`config.mk`:
```
export PLATFORM = sky130hd
export DESIGN_NAME = xled_ctrl_flat
export DESIGN_NICKNAME = d
export VERILOG_FILES = /design/src/rtl/xled_ctrl_pkg.sv /design/src/rtl/xled_ctrl_if.sv /design/src/rtl/xled_timer.sv /design/src/rtl/xled_ctrl.sv /design/src/flat_wrapper.sv
export SDC_FILE = /design/constraint.sdc
export NUM_CORES = 1
export LEC_CHECK = 0
export CAP_MARGIN = 20
export CORE_ASPECT_RATIO = 2
export CORE_MARGIN = 1
export CORE_UTILIZATION = 50
export DETAILED_ROUTE_END_ITERATION = 8
export PLACE_DENSITY_LB_ADDON = 0.12
export SYNTH_ARGS = -nofsm -noshare
export SYNTH_HDL_FRONTEND = slang
export SYNTH_SLANG_ARGS = --single-unit
```
`constraint.sdc`:
```
create_clock -name clk -period 7.65 [get_ports clk]
set_clock_uncertainty 0.05 [all_clocks]
set_input_delay 1.53 -clock clk [delete_from_list [all_inputs] [get_ports clk]]
set_output_delay 1.53 -clock clk [all_outputs]
set_load 0.01 [all_outputs]
```
`src/rtl/xled_ctrl_pkg.sv`:
```
// Shared constants and types for the xled_ctrl LED controller: register map,
// mode encodings, FSM state encodings and the position of the busy flag.
package xled_ctrl_pkg;

  localparam logic [1:0] AddrCtrl   = 2'd0;
  localparam logic [1:0] AddrPeriod = 2'd1;
  localparam logic [1:0] AddrDuty   = 2'd2;
  localparam logic [1:0] AddrCount  = 2'd3;

  typedef enum logic [1:0] {
    ModeOff   = 2'd0,
    ModeOn    = 2'd1,
    ModeBlink = 2'd2,
    ModePulse = 2'd3
  } mode_t;

  typedef struct packed {
    logic  inv;
    mode_t mode;
  } ctrl_t;

  localparam logic [1:0] StIdle   = 2'd0;
  localparam logic [1:0] StSteady = 2'd1;
  localparam logic [1:0] StRun    = 2'd2;

  localparam int unsigned BusyBit = 31;

endpackage

```
`src/rtl/xled_ctrl_if.sv`:
```
// Peripheral bus between picoVersat and the LED controller.
interface xled_ctrl_if #(
  parameter int unsigned DATA_W = 32
);
  logic              sel;
  logic              we;
  logic [1:0]        addr;
  logic [DATA_W-1:0] data_in;
  logic [DATA_W-1:0] data_out;

  modport master (output sel, output we, output addr, output data_in, input data_out);
  modport slave  (input sel, input we, input addr, input data_in, output data_out);
endinterface

```
`src/rtl/xled_timer.sv`:
```
// Period/duty timer: free-running counter with shadowed period and duty that
// only change on restart or at a period boundary.
module xled_timer #(
  parameter int unsigned CNT_W = 24
) (
  input  logic             clk,
  input  logic             rst,
  input  logic             restart,
  input  logic             run,
  input  logic             reload,
  input  logic [CNT_W-1:0] period,
  input  logic [CNT_W-1:0] duty,
  output logic             boundary,
  output logic             on_phase
);

  logic [CNT_W-1:0] cnt_q, cnt_d;
  logic [CNT_W-1:0] per_q, per_d;
  logic [CNT_W-1:0] dty_q, dty_d;
  logic [CNT_W-1:0] period_eff;

  // A zero period behaves as a one-cycle period.
  assign period_eff = (period == '0) ? CNT_W'(1) : period;
  assign boundary   = run && (cnt_q == per_q - CNT_W'(1));

  always_comb begin
    cnt_d = cnt_q;
    per_d = per_q;
    dty_d = dty_q;
    if (restart) begin
      cnt_d = '0;
      per_d = period_eff;
      dty_d = duty;
    end else if (run) begin
      cnt_d = boundary ? '0 : cnt_q + CNT_W'(1);
      if (reload) begin
        per_d = period_eff;
        dty_d = duty;
      end
    end
  end

  // Phase of the value the counter takes on the coming edge, so the
  // registered led lines up with the counter.
  assign on_phase = (cnt_d < dty_d);

  always_ff @(posedge clk or negedge rst) begin
    if (!rst) begin
      cnt_q <= '0;
      per_q <= '0;
      dty_q <= '0;
    end else begin
      cnt_q <= cnt_d;
      per_q <= per_d;
      dty_q <= dty_d;
    end
  end

endmodule

```
`src/rtl/xled_ctrl.sv`:
```
// Memory-mapped LED controller: bus registers, OFF/ON/BLINK/PULSE sequencing
// FSM, burst counter and the registered led/done outputs.
module xled_ctrl
  import xled_ctrl_pkg::*;
#(
  parameter int unsigned DATA_W = 32,
  parameter int unsigned CNT_W  = 24
) (
  input  logic        clk,
  input  logic        rst,
  xled_ctrl_if.slave  bus,
  output logic        led,
  output logic        done
);

  ctrl_t            ctrl_q, ctrl_d, wr_ctrl;
  logic [CNT_W-1:0] period_q, duty_q, count_q;
  logic [CNT_W-1:0] rem_q, rem_d;
  logic [1:0]       state_q, state_d;
  logic             led_d, done_d;
  logic             wr, ctrl_wr, restart, boundary, on_phase, pulse_idle;
  logic             unused_data;

  assign wr          = bus.sel & bus.we;
  assign ctrl_wr     = wr && (bus.addr == AddrCtrl);
  assign wr_ctrl     = ctrl_t'(bus.data_in[2:0]);
  assign ctrl_d      = ctrl_wr ? wr_ctrl : ctrl_q;
  assign unused_data = ^bus.data_in[DATA_W-1:CNT_W];

  always_ff @(posedge clk or negedge rst) begin
    if (!rst) begin
      ctrl_q   <= '0;
      period_q <= '0;
      duty_q   <= '0;
      count_q  <= '0;
    end else begin
      ctrl_q <= ctrl_d;
      if (wr && (bus.addr == AddrPeriod)) period_q <= bus.data_in[CNT_W-1:0];
      if (wr && (bus.addr == AddrDuty))   duty_q   <= bus.data_in[CNT_W-1:0];
      if (wr && (bus.addr == AddrCount))  count_q  <= bus.data_in[CNT_W-1:0];
    end
  end

  xled_timer #(
    .CNT_W (CNT_W)
  ) u_timer (
    .clk      (clk),
    .rst      (rst),
    .restart  (restart),
    .run      (state_q == StRun),
    .reload   (boundary),
    .period   (period_q),
    .duty     (duty_q),
    .boundary (boundary),
    .on_phase (on_phase)
  );

  // A CTRL write overrides any boundary or completion in the same cycle.
  always_comb begin
    state_d = state_q;
    rem_d   = rem_q;
    done_d  = 1'b0;
    restart = 1'b0;
    if (ctrl_wr) begin
      case (wr_ctrl.mode)
        ModeOff:   state_d = StIdle;
        ModeOn:    state_d = StSteady;
        ModeBlink: begin
          state_d = StRun;
          restart = 1'b1;
        end
        default: begin
          state_d = StRun;
          restart = 1'b1;
          rem_d   = count_q;
        end
      endcase
    end else if ((state_q == StRun) && (ctrl_q.mode == ModePulse)) begin
      if (rem_q == '0) begin
        state_d = StIdle;
        done_d  = 1'b1;
      end else if (boundary) begin
        rem_d = rem_q - CNT_W'(1);
        if (rem_q == CNT_W'(1)) begin
          state_d = StIdle;
          done_d  = 1'b1;
        end
      end
    end
  end

  // An empty burst never lights the led before it completes.
  assign pulse_idle = (ctrl_d.mode == ModePulse) && (rem_d == '0);

  always_comb begin
    case (state_d)
      StRun:    led_d = pulse_idle ? ctrl_d.inv : (on_phase ^ ctrl_d.inv);
      StSteady: led_d = ~ctrl_d.inv;
      default:  led_d = ctrl_d.inv;
    endcase
  end

  always_ff @(posedge clk or negedge rst) begin
    if (!rst) begin
      state_q <= StIdle;
      rem_q   <= '0;
      led     <= 1'b0;
      done    <= 1'b0;
    end else begin
      state_q <= state_d;
      rem_q   <= rem_d;
      led     <= led_d;
      done    <= done_d;
    end
  end

  always_comb begin
    bus.data_out = '0;
    if (bus.sel && !bus.we) begin
      case (bus.addr)
        AddrCtrl: begin
          bus.data_out[2:0]    = ctrl_q;
          bus.data_out[BusyBit] = (state_q == StRun);
        end
        AddrPeriod: bus.data_out[CNT_W-1:0] = period_q;
        AddrDuty:   bus.data_out[CNT_W-1:0] = duty_q;
        default:    bus.data_out[CNT_W-1:0] = rem_q;
      endcase
    end
  end

endmodule

```
`src/flat_wrapper.sv`:
```
// flat-port wrapper written by rule: the top's interface ports become plain ports
module xled_ctrl_flat import xled_ctrl_pkg::*;
#(
  parameter int unsigned DATA_W = 32,
  parameter int unsigned CNT_W  = 24
)
  (clk, rst, led, done, bus_sel, bus_we, bus_addr, bus_data_in, bus_data_out);
  xled_ctrl_if #(.DATA_W(DATA_W)) bus_i ();
  input  logic clk;
  input  logic rst;
  output logic led;
  output logic done;
  input wire logic [$bits(bus_i.sel)-1:0] bus_sel;
  input wire logic [$bits(bus_i.we)-1:0] bus_we;
  input wire logic [$bits(bus_i.addr)-1:0] bus_addr;
  input wire logic [$bits(bus_i.data_in)-1:0] bus_data_in;
  output wire logic [$bits(bus_i.data_out)-1:0] bus_data_out;
  assign bus_i.sel = bus_sel;
  assign bus_i.we = bus_we;
  assign bus_i.addr = bus_addr;
  assign bus_i.data_in = bus_data_in;
  assign bus_data_out = bus_i.data_out;
  xled_ctrl #(.DATA_W(DATA_W), .CNT_W(CNT_W)) u_core (.clk(clk), .rst(rst), .bus(bus_i), .led(led), .done(done));
endmodule
```
Word level (Yosys, flattened, before mapping)
Index checks and enable logic that the tools add are counted.
{"block": "op_classes", "addsub": 3, "bitwise_logic": 3, "order_cmp": 1, "n_eq_ne": 12, "mux": 36, "reduce_logical": 19}
{"op": "24-bit 2-to-1 mux", "n": 16}
{"op": "24-bit logical NOT", "n": 3}
{"op": "21-bit one-hot mux with 3 select lines", "n": 1}
{"op": "24-bit by 1-bit subtractor with 24-bit output, second input constant", "n": 2}
{"op": "24-bit by 1-bit adder with 24-bit output, second input constant", "n": 1}
{"op": "24-bit by 1-bit equality test with 1-bit output, second input constant", "n": 1}
{"op": "24-bit equality test", "n": 1}
{"op": "24-bit < comparator", "n": 1}
{"op": "2-bit equality test, second input constant", "n": 7}
{"op": "1-bit 2-to-1 mux", "n": 10}
{"op": "2-bit 2-to-1 mux", "n": 5}
{"op": "3-bit one-hot mux with 3 select lines", "n": 1}
{"op": "1-bit logical AND", "n": 8}
{"op": "2-bit by 1-bit equality test with 1-bit output, second input constant", "n": 3}
{"op": "2-bit logical NOT", "n": 2}
{"op": "2-bit one-hot mux with 2 select lines", "n": 1}
{"op": "2-bit nonzero test", "n": 2}
{"op": "3-bit 2-to-1 mux", "n": 1}
{"op": "3-bit OR reduction", "n": 1}
{"op": "1-bit one-hot mux with 2 select lines", "n": 1}
{"op": "2-bit AND reduction", "n": 1}
{"op": "2-bit OR reduction", "n": 1}
{"op": "1-bit AND", "n": 1}
{"op": "1-bit logical NOT", "n": 1}
{"op": "2 further kinds", "n": 2}
{"block": "word_totals", "output_inout_bits": 34, "inputBits": 38, "reg_bits": 175}

Logic depth before layout (Yosys ltp)
Gate-level depths: netlist of run 1.
{"block": "depth", "depth_word": 11, "ltp_mapped": 26, "depth_no_buf": 23}

Hierarchy
Synthesis of run 1 repeated with hierarchy kept, for this count alone.
{"block": "unflattened", "hier_cells": 1013, "hier_area_um2": 10430.0}
{"module": "xled_ctrl", "area_per_inst_um2": 5770.5, "instances": 1, "cells_per_inst": 536}
{"module": "xled_timer", "area_per_inst_um2": 4659.5, "instances": 1, "cells_per_inst": 477}

Least setup slack after synthesis of run 1
No wires, ideal clock.
{"block": "synth_path", "path_kind": "reg2reg", "startpoint": "reg u_core.u_timer.per_q[0]", "endpoint": "reg u_core.led", "path_slack_ns": 2.063, "required_time_ns": 7.533, "path_stages_with_launch": 27, "arrival_ns": 5.470, "cell_sequence": "dfrtp_1 inv_1 ha_1 or3b_2 nor3_1 mux2_2 a31oi_1 o211a_1 nand4_4 buf_6 o21ai_1 clkbuf_1 clkbuf_1 nor2_1 ha_1 a21o_1 a21oi_1 nor2b_1 o21ai_0 nand2b_1 a21oi_1 o211ai_1 o211ai_1 o211ai_1 or4b_1 a21oi_1 a311o_1"}
{"block": "synth_via", "elab_cells_between_ends": 25, "cone_classes": "add/sub: 1; order compare: 1; eq/ne: 3; mux: 16; bitwise: 1; reduce/logical: 3"}
{"item": "from (decl)", "line": "xled_timer.sv:18", "source": "logic [CNT_W-1:0] per_q, per_d;"}
{"item": "from (signal assigned)", "line": "xled_timer.sv:54", "source": "per_q <= per_d;"}
{"item": "24-bit by 1-bit subtractor with 24-bit output", "line": "xled_timer.sv:24", "source": "assign boundary = run && (cnt_q == per_q - CNT_W'(1));"}
{"item": "24-bit equality test", "line": "xled_timer.sv:24"}
{"item": "1-bit logical AND", "line": "xled_timer.sv:24"}
{"item": "24-bit 2-to-1 mux", "line": "xled_timer.sv:35", "source": "cnt_d = boundary ? '0 : cnt_q + CNT_W'(1);"}
{"item": "24-bit 2-to-1 mux", "line": "xled_timer.sv:34", "source": "end else if (run) begin"}
{"item": "24-bit 2-to-1 mux", "line": "xled_timer.sv:30", "source": "if (restart) begin"}
{"item": "net u_core.u_timer.cnt_d[9]", "line": "xled_timer.sv:17", "source": "logic [CNT_W-1:0] cnt_q, cnt_d;"}
{"item": "24-bit < comparator", "line": "xled_timer.sv:45", "source": "assign on_phase = (cnt_d < dty_d);"}
{"item": "1-bit bitwise XOR", "line": "xled_ctrl.sv:97", "source": "StRun: led_d = pulse_idle ? ctrl_d.inv : (on_phase ^ ctrl_d.inv);"}
{"item": "1-bit 2-to-1 mux", "line": "xled_ctrl.sv:97"}
{"item": "1-bit one-hot mux with 2 select lines", "line": "xled_ctrl.sv:96", "source": "case (state_d)"}
{"item": "net u_core.led_d", "line": "xled_ctrl.sv:20", "source": "logic led_d, done_d;"}
{"item": "to (signal assigned)", "line": "xled_ctrl.sv:112", "source": "led <= led_d;"}
{"item": "to (decl)", "line": "xled_ctrl.sv:12", "source": "output logic led,"}
The timed path passes the listed nets, and every way through them passes these cells.
A chain may end at the register's enable or synchronous reset.

Worst setup path in the final report of run 1
Ends and elaborated chain as after synthesis.

==> impl_metrics.py, run 1 <==
metrics = {
    "power": {
        "power.switching_w": 0.001094,
        "power_w": 0.003158,
        "netSwitchingFraction": 0.3465,
        "pwr-share-seq": 0.438,
        "p_int_w": 0.002064,
        "vdd_ir_drop_max_mv": 0.1957,
        "p_per_area_nw_per_um2": 268.0,
        "pwr-share-comb": 0.276,
        "power_leakage_nw": 5.025,
        "power_frac_clock": 0.287,
    },
    "worst_setup_path": {
        "worstReg2RegEnd": "u_core.led",
        "regToRegSetupSlack_ns": 1.17,
        "startpoint_type": "flip-flop",
        "critPathKind": "flip-flop to flip-flop",
        "crit_required_ns": 7.98,
        "worst-r2r-cell-count": 24,
        "critPathArrivalTime_ns": 6.82,
        "end_kind": "flip-flop",
        "critPathMaxFanout": 22,
        "timing.rr.start": "u_core.u_timer.per_q[0]",
    },
    "cells_and_area": {
        "final_nets": 1119,
        "insertedDiodeCount": 0,
        "layoutNonFillerInstCount": 1330,
        "post-route-util": 0.5786,
        "syn_to_final_growth_pct": 13.23,
        "fill_cells": 1833,
        "final_cell_area_um2": 11790,
        "drive_gt1_frac": 0.1880,
    },
    "floorplanning": {
        "ios": 72,
        "die_x_um": 104.0,
        "start_util": 0.5110,
        "core_region_area_um2": 20370,
        "die-area_um2": 21430,
        "fp-row-count": 74,
        "die_h_um": 206.0,
    },
    "routing": {
        "avgRoutedWirePerCell_um": 22.32,
        "vias_per_cell": 6.092,
        "drt_iter0_markers": 385,
        "vias": 8103,
        "final_antenna_net_count": 0,
        "drc": 0,
        "dr.pass1.iters": 5,
        "wirelength_um": 29690,
    },
    "timing": {
        "drv_slew": 0,
        "clock.fmax_ghz": 0.1542,
        "setup_violations": 0,
        "slew_headroom": 0.2641,
        "rsz0062_at_grt": "no",
        "period_share": 0.8475,
        "final_hold_viol_count": 0,
        "period_minus_slack_ns": 6.483,
        "worstMarginPinSlew_ns": 1.100,
        "finalSetupTns_ns": 0,
    },
    "synth": {
        "yosysSeqAreaShare": 0.4207,
        "yosysMostFrequentCell": "dfrtp_1",
        "yosysTopAreaCellShare": 0.4207,
        "ys.flop_type": "dfrtp_1",
        "avgSynthCellArea_um2": 10.24,
        "yosys.area.top_type": "dfrtp_1",
        "synthCells": 1016,
        "async_flop_share": 1.000,
        "synth_edf_count": 0,
        "synth_common_cells": "dfrtp_1, mux2_2, nor2_1",
        "yosysWarnings": 0,
        "synth_area_leaders": "dfrtp_1, mux2_2, ha_1",
        "syn_area_um2": 10410,
        "synth.distinct_cells": 81,
        "yosys_register_bits": 175,
    },
    "hold_path": {
        "hold_depth": 2,
        "holdCritStartpoint": "u_core.u_timer.dty_q[17]",
        "hold_class": "flip-flop to flip-flop",
        "min_to": "u_core.u_timer.dty_q[17]",
    },
    "global_route": {
        "track_usage": 0.2893,
        "antenna_found_initial": 0,
        "grt_first_pass_wirelength_um": 46310,
        "grt_pass1_vias": 8295,
        "grt_max_degree": 102,
        "grt-ovfl-total": 0,
    },
    "clock_network": {
        "post-cts-setup-buffer-count": 0,
        "clk_path_buf_depth": 2,
        "htreeDepth": 4,
        "clockRootBuffer": "clkbuf_16",
        "numCtsBuffers": 17,
        "cts_resized": 0,
        "cts_sinks": 175,
        "postCtsHoldBufs": 0,
        "cts_tree": "yes",
        "clk_latency_ns": 0.44,
        "clk_pin_slew_worst_paths_ns": 0.07,
    },
    "placement": {
        "dp_cells": 1297,
        "hpwl_um": 22110,
        "gp_congestion": 0.9256,
        "postPlaceCellArea_um2": 11160,
        "port_buffers": 56,
    },
    "outcome": {
        "outcome": "finished, final reports clean",
    },
    "flow_run": {
        "maxCapViolCount": 0,
    },
}
[kinds of logic (layout without fill, tap and decap cells)]
group                    after synthesis  count (layout)  synth area share
multiplexers                         147             147            0.1589
flip-flops                           175             175            0.4207
other                                  1               7         0.0003603
XOR/XNOR                              55              55           0.04628
buffers and inverters                101             143           0.04279
AND/OR/NAND/NOR                      371             371            0.1988
AO/OA/AOI/OAI                        136             136           0.09605
adder cells (fa/ha/maj)               30              30           0.03606
[worst max-delay path by stage]
stage	from	end	slack [ns]	depth (start not counted)
floorplan	u_core.u_timer.per_q[0]	u_core.led	2.06	26
global placement	u_core.u_timer.per_q[0]	u_core.led	1.20	24
detailed placement	u_core.u_timer.per_q[0]	u_core.led	1.14	24
CTS	u_core.u_timer.per_q[0]	u_core.led	1.13	23
global route	u_core.u_timer.per_q[0]	u_core.led	0.83	24
finish	u_core.u_timer.per_q[0]	u_core.led	1.17	24
[area by class of cell]
type | count | area, um2 | area share
clock buffers | 18 | 429.2 | 0.03641
well taps | 266 | 332.8 | 0.02824
repair buffers | 73 | 696.9 | 0.05913
inverters | 38 | 142.6 | 0.01210
multi-input cells | 746 | 5625 | 0.4773
flip-flops and latches | 175 | 4379 | 0.3716
clock inverters | 14 | 180.2 | 0.01529
[power groups by stage]
| stage | Sequential [W] | Combinational (W) | Clock [W] |
|---|---|---|---|
| after global routing | 0.00141 | 0.000964 | 0.000951 |
| after CTS | 0.00138 | 0.000872 | 0.000916 |
| after global placement | 0.00138 | 0.000852 | 0 |
| after detailed placement | 0.00139 | 0.000866 | 0 |
| final | 0.00138 | 0.000870 | 0.000906 |
| after floorplan | 0.00127 | 0.000692 | 0 |
[cells in the final DEF, fill, tap and decap left out, types with 8 or more instances in the layout]
| master | n |
|---|---|
| nor4_1 | 24 |
| nor3_1 | 32 |
| nor2_1 | 91 |
| dfrtp_1 | 175 |
| a211oi_1 | 8 |
| xor2_1 | 26 |
| o21ai_0 | 18 |
| or3_1 | 8 |
| nand2b_1 | 9 |
| xnor2_1 | 29 |
| a21oi_1 | 17 |
| ha_1 | 30 |
| and3_1 | 16 |
| nor2b_1 | 10 |
| buf_4 | 16 |
| nand4_1 | 24 |
| and2_1 | 11 |
| nand3_1 | 17 |
| clkdlybuf4s50_1 | 55 |
| clkbuf_16 | 17 |
| a31oi_1 | 8 |
| mux2i_1 | 28 |
| nand2_1 | 71 |
| inv_1 | 38 |
| o211ai_1 | 9 |
| mux2_2 | 116 |
| a22oi_1 | 22 |
[layer usage]
metal | track usage | routed length [um] | share of wire
met4 | 0.1633 | 1509 | 0.051
met1 | 0.3090 | 11100 | 0.37
met3 | 0.03658 | 954 | 0.032
met5 | 0 | 0 | 0
met2 | 0.5450 | 16120 | 0.54
[registers in the layout, summed over array words and instances, names as in the netlist]
signal and flops:
u_core.count_q 24, u_core.ctrl_q 3, u_core.done 1, u_core.duty_q 24, u_core.led 1, u_core.period_q 24, u_core.rem_q 24, u_core.state_q 2
u_core.u_timer.cnt_q 24, u_core.u_timer.dty_q 24, u_core.u_timer.per_q 24
[worst max-delay path, cell delays in order, from the launching register on]
cell and delay, ns:
dfrtp_1 0.43, inv_1 0.10, ha_1 0.23, or3b_2 0.55, nor3_1 0.36, mux2_2 0.38
a31oi_1 0.22, o211a_1 0.29, nand4_4 0.32, o21ai_4 0.62, buf_4 0.41, nor2_1 0.12
ha_1 0.31, a21o_1 0.16, a21oi_1 0.14, nor2b_1 0.06, o21ai_0 0.14, nand2b_1 0.07
a21oi_1 0.17, o211ai_1 0.10, o211ai_1 0.18, o211ai_1 0.24, or4b_1 0.51, a21oi_1 0.13
a311o_1 0.12
[through the flow]
stage	worst slack, ns	hold WS (ns)
after floorplan	2.063	0.4020
after global placement	1.204	0.4204
after detailed placement	1.141	0.4241
after CTS	1.130	0.4416
after global routing	0.8308	0.4549
final	1.167	0.4420
Power figures use the tool's default switching activity.
==> run 2: changes to the inputs <==
==> constraint.sdc (replaced) <==
create_clock -name clk -period 6.8 [get_ports clk]
set_clock_uncertainty 0.05 [all_clocks]
set_input_delay 1.36 -clock clk [delete_from_list [all_inputs] [get_ports clk]]
set_output_delay 1.36 -clock clk [all_outputs]
set_load 0.01 [all_outputs]
==> run 2 against run 1 <==
Against the previous run: fmax increased by 3.8%; sequential share of layout area decreased by 0.13 points; wire length down 0.45%; critical path type unchanged; sequential cell count is the same; register-to-register slack worse by 0.61 ns; clock power is 15% higher; first-iteration DRC count rose by 11%; final area is 0.34% higher; combinational power grew 13%; sequential power grew 12%; non-clock buffer count increased by 4; largest power group unchanged.
==> impl_metrics.py, run 2 (same netlist as run 1, synthesis figures left out) <==
metrics = {
    "outcome": {
        "outcome": "finished, final reports clean",
    },
    "clock_network": {
        "cts_tree": "yes",
        "htreeDepth": 4,
        "postCtsHoldBufs": 0,
        "clk_pin_slew_worst_paths_ns": 0.06,
        "clockRootBuffer": "clkbuf_16",
        "clk_latency_ns": 0.44,
        "clk_path_buf_depth": 2,
        "cts_resized": 0,
        "cts_sinks": 175,
        "numCtsBuffers": 17,
        "post-cts-setup-buffer-count": 0,
    },
    "floorplanning": {
        "ios": 72,
        "core_region_area_um2": 20370,
        "start_util": 0.5110,
        "die_x_um": 104.0,
        "die-area_um2": 21430,
        "die_h_um": 206.0,
        "fp-row-count": 74,
    },
    "cells_and_area": {
        "syn_to_final_growth_pct": 13.62,
        "final_nets": 1123,
        "fill_cells": 1785,
        "multi_input_area_um2": 5620,
        "drive_gt1_frac": 0.1884,
        "layout_common_cells": "dfrtp_1, mux2_2, nor2_1",
        "regArea_um2": 4379,
        "layoutNonFillerInstCount": 1333,
        "final_common_cell": "dfrtp_1",
        "insertedDiodeCount": 0,
        "post-route-util": 0.5806,
    },
    "power": {
        "vdd_ir_drop_max_mv": 0.2231,
        "power_leakage_nw": 5.060,
        "pwr-share-seq": 0.432,
        "power.switching_w": 0.001192,
        "pwr-share-comb": 0.276,
        "p_int_w": 0.002385,
        "p_per_area_nw_per_um2": 302.4,
        "power_frac_clock": 0.292,
        "netSwitchingFraction": 0.3333,
    },
    "timing": {
        "drv_slew": 0,
        "period_minus_slack_ns": 6.244,
        "clock.fmax_ghz": 0.1602,
        "rsz0062_at_grt": "no",
        "period_share": 0.9182,
        "slew_headroom": 0.3021,
        "setup_violations": 0,
        "finalSetupTns_ns": 0,
        "worstMarginPinSlew_ns": 1.037,
        "final_hold_viol_count": 0,
    },
    "worst_setup_path": {
        "worstReg2RegEnd": "u_core.led",
        "crit_required_ns": 7.13,
        "worst-r2r-cell-count": 22,
        "critPathMaxFanout": 15,
        "crit_end": "u_core.led",
        "timing.rr.start": "u_core.u_timer.per_q[0]",
        "end_kind": "flip-flop",
        "worstSetupStartpoint": "u_core.u_timer.per_q[0]",
        "regToRegSetupSlack_ns": 0.56,
        "critPathArrivalTime_ns": 6.57,
        "critPathKind": "flip-flop to flip-flop",
        "startpoint_type": "flip-flop",
    },
    "global_route": {
        "track_usage": 0.2875,
        "grt_first_pass_wirelength_um": 46020,
        "grt-ovfl-total": 0,
        "grt_max_degree": 72,
        "grt_pass1_vias": 8299,
        "antenna_found_initial": 0,
    },
    "flow_run": {
        "maxCapViolCount": 0,
    },
    "routing": {
        "wirelength_um": 29560,
        "drc": 0,
        "avgRoutedWirePerCell_um": 22.17,
        "vias": 8038,
        "vias_per_cell": 6.030,
        "final_antenna_net_count": 0,
        "drt_iter0_markers": 426,
        "dr.pass1.iters": 5,
    },
    "placement": {
        "port_buffers": 56,
        "dp_cells": 1302,
        "hpwl_um": 22640,
        "gp_congestion": 0.9262,
    },
    "hold_path": {
        "hold_class": "flip-flop to flip-flop",
    },
}
-- run 2: cell count changes in the layout (fill, tap and decap cells not counted), sizes merged --
cell / previous run / this run
buf: 18 / 22
clkbuf: 18 / 22
inv: 42 / 38
clkinvlp: 4 / 2
bufinv: 3 / 4
-- run 2: worst min-delay path by stage --
stage | end | cells past startpoint | from
after floorplan | u_core.u_timer.dty_q[11] | 2 | u_core.u_timer.dty_q[11]
after global placement | u_core.u_timer.dty_q[17] | 2 | u_core.u_timer.dty_q[17]
after detailed placement | u_core.u_timer.dty_q[14] | 2 | u_core.u_timer.dty_q[14]
after CTS | u_core.u_timer.dty_q[14] | 2 | u_core.u_timer.dty_q[14]
after global routing | u_core.u_timer.dty_q[9] | 2 | u_core.u_timer.dty_q[9]
final | u_core.u_timer.dty_q[5] | 2 | u_core.u_timer.dty_q[5]
-- run 2: power by group through the flow --
| stage | registers (W) | clock network (W) | logic [W] |
|---|---|---|---|
| floorplan | 0.00142 | 0 | 0.000778 |
| detailed placement | 0.00156 | 0 | 0.000989 |
| global route | 0.00158 | 0.00110 | 0.00109 |
| CTS | 0.00154 | 0.00106 | 0.000994 |
| global placement | 0.00155 | 0 | 0.000969 |
| finish | 0.00155 | 0.00104 | 0.000987 |
-- run 2: final cells by class --
class                      count  area share
timing repair buffer          77     0.06083
tap                          266     0.02814
multi-input combinational    746      0.4752
sequential                   175      0.3703
clock inverter                 9     0.01333
inverter                      38     0.01206
clock buffer                  22     0.04010
-- run 2: per-layer routing --
metal,GRT usage,routed length [um]
met2,0.5319,15800
met4,0.1730,1597
met3,0.03500,1016
met5,0,0
met1,0.3119,11140
-- run 2: metrics by stage --
step,power (W),instance area [um2],hold slack [ns],worst slack (ns)
after floorplan,0.002203,10430,0.4020,1.213
after global routing,0.003765,11830,0.4588,0.03850
final,0.003577,11830,0.4404,0.5559
after detailed placement,0.002547,11190,0.4258,0.5258
after global placement,0.002519,11190,0.4205,0.6328
after CTS,0.003595,11830,0.4416,0.5038
-- run 2: critical path, cell delays in order, from the launching register on --
cell	delay, ns
dfrtp_1	0.44
inv_1	0.11
ha_1	0.23
or3b_2	0.55
nor3_1	0.35
mux2_2	0.39
a31oi_1	0.19
o211a_1	0.28
nand4_4	0.31
o21ai_4	0.53
mux2i_1	0.29
ha_1	0.28
a21o_1	0.16
a21o_1	0.17
a21oi_1	0.18
nor2b_1	0.06
o21ai_0	0.27
o211ai_1	0.14
o211ai_1	0.17
o211ai_1	0.24
or4b_1	0.50
a21oi_1	0.13
a311o_1	0.12
==> run 3: changes to the inputs <==
--- a/config.mk
+++ b/config.mk
@@ -6,9 +6,11 @@
 export NUM_CORES = 1
 export LEC_CHECK = 0
 export CAP_MARGIN = 20
+export CELL_PAD_IN_SITES_DETAIL_PLACEMENT = 1
+export CELL_PAD_IN_SITES_GLOBAL_PLACEMENT = 1
 export CORE_ASPECT_RATIO = 2
 export CORE_MARGIN = 1
-export CORE_UTILIZATION = 50
+export CORE_UTILIZATION = 47
 export DETAILED_ROUTE_END_ITERATION = 8
 export PLACE_DENSITY_LB_ADDON = 0.12
 export SYNTH_ARGS = -nofsm -noshare
==> run 3 against run 2 <==
Against the previous run: largest cell class unchanged; clock power about the same; worst hold slack about the same; non-clock buffer count grew 4; register-to-register slack better by 0.26 ns; wire length rose by 11%; highest routed layer unchanged; final cell count up 0.83%; fmax increased by 4.3%; sequential cell count did not move; total power is essentially flat; global-route usage up 1.7 points; via count increased by 3.2%; critical endpoint unchanged.
==> impl_metrics.py, run 3 (same netlist as run 1, synthesis figures left out) <==
metrics = {
    "timing": {
        "slew_headroom": 0.4555,
        "clock.fmax_ghz": 0.1670,
        "rsz0062_at_grt": "no",
        "drv_slew": 0,
        "worstMarginPinSlew_ns": 0.7962,
        "period_share": 0.8804,
        "setup_slack_ns": 0.8133,
        "final_hold_viol_count": 0,
        "finalSetupTns_ns": 0,
        "period_minus_slack_ns": 5.987,
        "setup_violations": 0,
        "holdWs_ns": 0.4403,
    },
    "routing": {
        "final_antenna_net_count": 0,
        "drt_iter0_markers": 408,
        "vias": 8294,
        "wirelength_um": 32710,
        "drc": 0,
        "dr.pass1.iters": 4,
        "vias_per_cell": 6.171,
        "avgRoutedWirePerCell_um": 24.34,
    },
    "placement": {
        "port_buffers": 56,
        "dp_cells": 1313,
        "place_ws_ns": 0.8000,
        "gp_congestion": 0.8976,
        "postPlaceCellArea_um2": 11230,
        "hpwl_um": 24740,
    },
    "flow_run": {
        "maxCapViolCount": 0,
    },
    "clock_network": {
        "cts_sinks": 175,
        "cts_resized": 0,
        "htreeDepth": 4,
        "clk_path_buf_depth": 2,
        "postCtsHoldBufs": 0,
        "post-cts-setup-buffer-count": 0,
        "clockRootBuffer": "clkbuf_16",
        "clk_pin_slew_worst_paths_ns": 0.06,
        "cts_tree": "yes",
        "numCtsBuffers": 17,
        "clk_latency_ns": 0.44,
    },
    "floorplanning": {
        "start_util": 0.4822,
        "die-area_um2": 22780,
        "die_x_um": 107.2,
        "die_h_um": 212.5,
        "ios": 72,
        "fp-row-count": 76,
        "core_region_area_um2": 21590,
    },
    "global_route": {
        "grt_first_pass_wirelength_um": 50680,
        "track_usage": 0.3049,
        "grt_max_degree": 69,
        "antenna_found_initial": 0,
        "grt_pass1_vias": 8855,
        "grt-ovfl-total": 0,
    },
    "worst_setup_path": {
        "critPathKind": "flip-flop to flip-flop",
        "critical_path.top_delay_family": "compound AO/OA/AOI/OAI gates",
        "cp_num_buf_inv": 2,
        "end_kind": "flip-flop",
        "startpoint_type": "flip-flop",
        "critPathArrivalTime_ns": 6.31,
        "cpPeakStageDelay_ns": 0.55,
        "crit_chain": "inv_1 > ha_1 > or3b_2 > nor3_1 > mux2_2 > a31oi_1 > o211a_1 > nand4_4 > o21ai_4 > buf_4 > mux2i_1 > ha_1 > a21o_1 > a21oi_1 > nor2b_1 > o21ai_0 > nand2b_1 > a21oi_1 > o211ai_1 > o211ai_1 > o211ai_1 > or4b_1 > a21oi_1 > a311o_1",
        "critPathMaxFanout": 29,
        "slowest_stage": "or3b_2",
        "crit_required_ns": 7.13,
    },
    "cells_and_area": {
        "fill_cells": 2376,
        "final_nets": 1127,
        "insertedDiodeCount": 0,
        "syn_to_final_growth_pct": 13.68,
        "layoutNonFillerInstCount": 1344,
        "final_cell_area_um2": 11830,
        "drive_gt1_frac": 0.1905,
        "regArea_um2": 4379,
        "multi_input_area_um2": 5620,
        "layout_common_cells": "dfrtp_1, mux2_2, nor2_1",
        "final_common_cell": "dfrtp_1",
    },
    "power": {
        "p_per_area_nw_per_um2": 302.4,
        "power_leakage_nw": 5.059,
        "vdd_ir_drop_max_mv": 0.1931,
    },
    "outcome": {
        "outcome": "finished, final reports clean",
    },
    "hold_path": {
        "hold_class": "flip-flop to flip-flop",
    },
}
==> run 3: cell types whose count changed in the layout (fill, tap and decap cells not counted), sizes merged <==
| cell | change |
|---|---|
| buf | +4 |
| clkinvlp | +1 |
| bufinv | -1 |
==> run 3: metal layers <==
layer / wire length [um] / GRT usage / up-vias
met1: 12120 / 0.3272 / 4280
met4: 1374 / 0.1469 / 0
li1: - / - / 3777
met5: 0 / 0 / -
met3: 863 / 0.04414 / 65
met2: 18350 / 0.5731 / 172
==> run 3: area by class of cell <==
cell class | count | share of cell area
multi-input cells | 746 | 0.4750
flip-flops and latches | 175 | 0.3701
repair buffers | 81 | 0.06334
clock buffers | 22 | 0.03923
well taps | 273 | 0.02887
inverters | 38 | 0.01205
clock inverters | 9 | 0.01142
==> run 3: final timing paths <==
| path | slack, ns | cells after the start | startpoint | to |
|---|---|---|---|---|
| hold reg to reg | 0.44 | 2 | u_core.u_timer.dty_q[1] | u_core.u_timer.dty_q[1] |
| max in group asynchronous | 4.53 | 2 | rst | u_core.duty_q[11] |
| hold / removal | 0.44 | 2 | u_core.u_timer.dty_q[1] | u_core.u_timer.dty_q[1] |
| setup reg to reg | 0.81 | 24 | u_core.u_timer.per_q[0] | u_core.led |
| setup / recovery | 0.81 | 24 | u_core.u_timer.per_q[0] | u_core.led |
| min in group asynchronous | 0.86 | 1 | rst | u_core.ctrl_q[2] |
==> run 3: report_power, final <==
group	internal [W]	total, W	switching (W)
combinational	0.000474	0.00101	0.000534
clock	0.000596	0.00101	0.000413
sequential	0.00127	0.00156	0.000291
total	0.00234	0.00358	0.00124
==> run 3: metrics by stage <==
stage / utilization / total power [W]
after detailed placement: 0.5204 / 0.002579
after global placement: 0.5204 / 0.002538
after CTS: 0.5482 / 0.003597
after floorplan: - / 0.002203
after global routing: 0.5482 / 0.003758
final: 0.5482 / 0.003578
==> run 3: worst register-to-register path: stages, from the launching register on <==
cell	delay, ns
dfrtp_1	0.43
inv_1	0.11
ha_1	0.22
or3b_2	0.55
nor3_1	0.37
mux2_2	0.39
a31oi_1	0.21
o211a_1	0.29
nand4_4	0.13
o21ai_4	0.30
buf_4	0.41
mux2i_1	0.17
ha_1	0.23
a21o_1	0.18
a21oi_1	0.14
nor2b_1	0.06
o21ai_0	0.16
nand2b_1	0.08
a21oi_1	0.17
o211ai_1	0.11
o211ai_1	0.17
o211ai_1	0.25
or4b_1	0.51
a21oi_1	0.13
a311o_1	0.13
